## src/rtl/fifo_uart_tx.sv

```systemverilog
// Drains an 8-bit first-word-fall-through FIFO and sends each byte as a UART frame (8N1).
// Define FIFO_UART_TX_PARITY_EN to insert an even-parity bit after the data (8E1).
module fifo_uart_tx #(
    parameter int CLK_FREQ = 100_000_000,
    parameter int BAUD     = 9600
) (
    input  logic       clk,
    input  logic       rst,
    input  logic       fifo_empty,
    input  logic [7:0] fifo_pop_data,
    output logic       fifo_pop,
    output logic       tx,
    output logic       tx_busy
);

    localparam int CLKS_PER_BIT = CLK_FREQ / BAUD;
    localparam int CNT_W        = $clog2(CLKS_PER_BIT);
    localparam logic [CNT_W-1:0] CNT_MAX = CNT_W'(CLKS_PER_BIT - 1);

    localparam logic [2:0] S_IDLE   = 3'd0;
    localparam logic [2:0] S_START  = 3'd1;
    localparam logic [2:0] S_DATA   = 3'd2;
    localparam logic [2:0] S_STOP   = 3'd4;
`ifdef FIFO_UART_TX_PARITY_EN
    localparam logic [2:0] S_PARITY = 3'd3;
`endif

    logic [2:0]       state_q, state_d;
    logic [CNT_W-1:0] cnt_q, cnt_d;
    logic [2:0]       idx_q, idx_d;
    logic [7:0]       shift_q, shift_d;
    logic             pop_q, pop_d;
    logic             tx_q, tx_d;
    logic             busy_q, busy_d;
    logic             baud_wrap;
`ifdef FIFO_UART_TX_PARITY_EN
    logic             parity_q, parity_d;
`endif

    assign baud_wrap = (cnt_q == CNT_MAX);

    always_comb begin
        // NOTE: every variable gets a default here so no path can infer a latch.
        state_d  = state_q;
        cnt_d    = cnt_q;
        idx_d    = idx_q;
        shift_d  = shift_q;
        pop_d    = 1'b0;
`ifdef FIFO_UART_TX_PARITY_EN
        parity_d = parity_q;
`endif
        case (state_q)
            S_IDLE: begin
                // Byte is captured on the same edge the pop is issued, isolating the frame.
                if (!fifo_empty) begin
                    shift_d  = fifo_pop_data;
                    pop_d    = 1'b1;
                    cnt_d    = '0;
                    idx_d    = '0;
                    state_d  = S_START;
`ifdef FIFO_UART_TX_PARITY_EN
                    parity_d = ^fifo_pop_data;
`endif
                end
            end
            S_START: begin
                if (baud_wrap) begin
                    cnt_d   = '0;
                    state_d = S_DATA;
                end else begin
                    cnt_d = cnt_q + 1'b1;
                end
            end
            S_DATA: begin
                if (baud_wrap) begin
                    cnt_d   = '0;
                    shift_d = shift_q >> 1;
                    idx_d   = idx_q + 3'd1;
                    if (idx_q == 3'd7) begin
`ifdef FIFO_UART_TX_PARITY_EN
                        state_d = S_PARITY;
`else
                        state_d = S_STOP;
`endif
                    end
                end else begin
                    cnt_d = cnt_q + 1'b1;
                end
            end
`ifdef FIFO_UART_TX_PARITY_EN
            S_PARITY: begin
                if (baud_wrap) begin
                    cnt_d   = '0;
                    state_d = S_STOP;
                end else begin
                    cnt_d = cnt_q + 1'b1;
                end
            end
`endif
            S_STOP: begin
                if (baud_wrap) begin
                    cnt_d   = '0;
                    state_d = S_IDLE;
                end else begin
                    cnt_d = cnt_q + 1'b1;
                end
            end
            default: state_d = S_IDLE;
        endcase

        // Pin-side outputs are decoded from the next state so they register glitch-free.
        case (state_d)
            S_START:  tx_d = 1'b0;
            S_DATA:   tx_d = shift_d[0];
`ifdef FIFO_UART_TX_PARITY_EN
            S_PARITY: tx_d = parity_d;
`endif
            default:  tx_d = 1'b1;
        endcase
        busy_d = (state_d != S_IDLE);
    end

    // NOTE: sequential state uses non-blocking assignments only, so every flop samples pre-edge values.
    always_ff @(posedge clk or negedge rst) begin
        if (!rst) begin
            state_q  <= S_IDLE;
            cnt_q    <= '0;
            idx_q    <= '0;
            shift_q  <= '0;
            pop_q    <= 1'b0;
            tx_q     <= 1'b1;
            busy_q   <= 1'b0;
`ifdef FIFO_UART_TX_PARITY_EN
            parity_q <= 1'b0;
`endif
        end else begin
            state_q  <= state_d;
            cnt_q    <= cnt_d;
            idx_q    <= idx_d;
            shift_q  <= shift_d;
            pop_q    <= pop_d;
            tx_q     <= tx_d;
            busy_q   <= busy_d;
`ifdef FIFO_UART_TX_PARITY_EN
            parity_q <= parity_d;
`endif
        end
    end

    assign fifo_pop = pop_q;
    assign tx       = tx_q;
    assign tx_busy  = busy_q;

endmodule

```

## config.mk

```make
export PLATFORM = sky130hd
export DESIGN_NAME = fifo_uart_tx
export DESIGN_NICKNAME = d
export VERILOG_FILES = /design/src/rtl/fifo_uart_tx.sv
export SDC_FILE = /design/constraint.sdc
export NUM_CORES = 1
export LEC_CHECK = 0
export CAP_MARGIN = 20
export CORE_ASPECT_RATIO = 0.6
export CORE_MARGIN = 2
export CORE_UTILIZATION = 30
export DETAILED_ROUTE_END_ITERATION = 6
export GPL_TIMING_DRIVEN = 0
export SYNTH_ARGS = -nofsm -noshare
export SYNTH_HDL_FRONTEND = slang
export SYNTH_SLANG_ARGS = --single-unit
```

## constraint.sdc

```tcl
create_clock -name clk -period 2.8 [get_ports clk]
set_input_delay 0.28 -clock clk [delete_from_list [all_inputs] [get_ports clk]]
set_output_delay 0.28 -clock clk [all_outputs]
set_load 0.03 [all_outputs]
```

==> impl_results.md <==
- Outcome: completed
- Post_cts resized: 0
- Layout cells sized above 1: 13.6%
- Clk buf depth: 2
- Final-stage net count: 197
- Power density over the cells: 466 nW/um^2
- Syn Area/Cell: 9.89 um^2
- IO Pins: 14
- Post-route DRC: 0
- Final TNS setup: 0 ns
- Synth Cell Area: 1610 um^2
- Grt ovf: 0
- Initial antenna violation count: 0
- Routed len/inst: 13.4 um
- Die Span Y: 60.8 um
- Gate Count Post-Synth: 163
- Die footprint: 6000 um^2
- H-Tree Depth: 2
- R2R depth: 5
- FF-to-FF Start: cnt_q[9]$_DFFE_PN0P_
- Clock Latency Late Sink: 0.29 ns
- Worst Hold Class: in -> async
- Worst VDD drop: 0.190 mV
- Number of global-route vias before repair: 1119
- Worst setup path start: cnt_q[9]$_DFFE_PN0P_
- Global-route usage over all layers: 12.6%
- R2R Setup Slk: 0.64 ns
- First-pass GRT wire length: 5640 um
- WP data arrival: 2.35 ns
- 1st-pass router iterations: 4
- CTS tree: built
- Largest net degree at the start of global routing: 32
- Reg2reg end: tx$_DFF_PN1_
- Iter 0 DRT Violations: 51
- Crit Path Category: reg -> reg
- Syn nets: 177
- Setup violators final: 0
- EDFF count, synth: 0
- Minimum clock period: 2.16 ns
- ANT cells: 0
- Worst Path Required: 2.99 ns
- Inst Count DP: 242
- Placed Area: 1820 um^2
- CP Launch Type: register
- Least-Margin Pin Slew: 0.688 ns
- Via count: 1221
- Core outline area: 5130 um^2
- Gpl congestion: 0.758
- Fmax: 463 MHz
- Worst-path clk slew: 0.07 ns
- Sequential-to-total area share from yosys stat: 48.2%
- Syn. warnings: 0
- Total clock sinks: 31
- Leak Pwr: 0.000834 uW
- FF+latch count, synth: 31
- Postcts setup bufs: 0
- CTS Buf Count: 5
- Layout area overhead: 19.5%
- Starting Density: 31.4%
- Max Cap Viol: 0
- # rows: 20
- Die W: 98.7 um
- Fin cells: 250
- Utilization after layout: 37.6%
- Slew margin rel.: 54.2%
- Final WL: 3360 um
- Post-synth top flop: dfrtp_1
- Post-DP HPWL: 2470 um
- Clk root buf: clkbuf_8
- Hold Fails Final Rpt: 0
- Unrepaired setup endpoints after global routing: no
- Crit. End Element: register
- # port buffers: 13
- Crit path max fanout: 8
- Fin area: 1930 um^2
- Unique masters post-synth: 47
- Antenna-violating nets left: 0
- Vias per inst: 4.88
- Final Cycle Share: 77.1%
- Clock skew: 0.0123 ns
- Asr flop ratio synth: 100%
- Pins over their slew limit: 0
- Hold_buf cts: 0
-- synthesized netlist by cell type (all sizes together), types with 2 or more instances --
master / number / area, um^2
and3: 2 / 15.0
or4b: 2 / 23.8
nor3: 6 / 30.0
inv: 2 / 7.51
nor2: 12 / 50.1
xor2: 5 / 43.8
a21oi: 7 / 35.0
nand2: 29 / 109
buf: 2 / 10.0
a22oi: 6 / 45.0
o21ai: 13 / 65.1
nand2b: 2 / 20.0
a21o: 5 / 38.8
dfrtp: 30 / 751
o31ai: 2 / 28.8
ha: 3 / 37.5
clkbuf: 3 / 11.3
nor4: 2 / 27.5
or3: 4 / 25.0
nand3: 6 / 30.0
-- layer usage --
layer / global-route usage, % / part of all wire, % / vias up
li1: - / - / 622
met4: 4.70 / 1.1 / 0
met1: 20.3 / 61 / 573
met2: 14.6 / 33 / 21
met3: 4.49 / 4.8 / 5
met5: 0 / 0 / -
-- registers in the layout (all words and copies together), names as in the netlist --
signal	cells
cnt_q	14
shift_q	8
idx_q	3
state_q	3
fifo_pop	1
tx	1
tx_busy	1
-- critical path, cell delays in order, from the launching register on --
cell and delay [ns]:
dfrtp_1 0.43, or4b_4 0.58, nor4_4 0.45, a31oi_4 0.20, a221oi_2 0.29, a21oi_1 0.12
-- cells in the final DEF (no fill, tap or decap), drive strengths merged, types with 4 or more instances in the layout --
cell	n
o21ai	13
a22oi	6
or3	4
dfrtp	30
nand3	6
a21o	5
nor2	12
clkbuf	10
nand2	29
clkdlybuf4s50	12
a21oi	7
xor2	5
nor3	6
-- per-stage QoR --
step           worst slack (ns)  power [uW]  hold slack, ns
2_1_floorplan             0.855         457         -0.0156
3_3_place_gp              0.646         481           0.461
3_5_place_dp              0.645         480           0.378
4_1_cts                   0.638         914          0.0556
5_1_grt                   0.494         932          0.0954
6_report                  0.641         898          0.0343
-- where the power goes --
part | switching (uW) | total, uW | internal (uW)
sequential | 0 | 448 | 448
combinational | 10.8 | 22.4 | 11.6
clock | 162 | 428 | 266
-- how the worst max path moves through the flow --
stage                             to  slack [ns]  depth (start not counted)
2_1_floorplan  cnt_q[11]$_DFFE_PN0P_        0.85                          5
3_3_place_gp            tx$_DFF_PN1_        0.65                          7
3_5_place_dp   cnt_q[13]$_DFFE_PN0P_        0.65                          5
4_1_cts                 tx$_DFF_PN1_        0.64                          5
5_1_grt                 tx$_DFF_PN1_        0.49                          5
6_report                tx$_DFF_PN1_        0.64                          5
-- cells by family after synthesis --
logic type      count (synthesis)  share of synthesized area [%]
simple gates                   74                           25.4
compound gates                 39                           17.5
flops                          31                           48.2
buf+inv                         8                           2.02
xor+xnor                        6                           3.26
fa+ha+maj                       4                           2.95
mux                             1                          0.698
-- cell type report --
| class | instances | area (um^2) |
|---|---|---|
| Multi-Input combinational cell | 124 | 803 |
| Fill cell | 494 | 3200 |
| Buffer | 5 | 21.3 |
| Timing Repair Buffer | 13 | 125 |
| Clock inverter | 1 | 30.0 |
| Tap cell | 66 | 82.6 |
| Inverter | 3 | 11.3 |
| Clock buffer | 7 | 76.3 |
| Sequential cell | 31 | 777 |
Power figures use the tool's default switching activity.
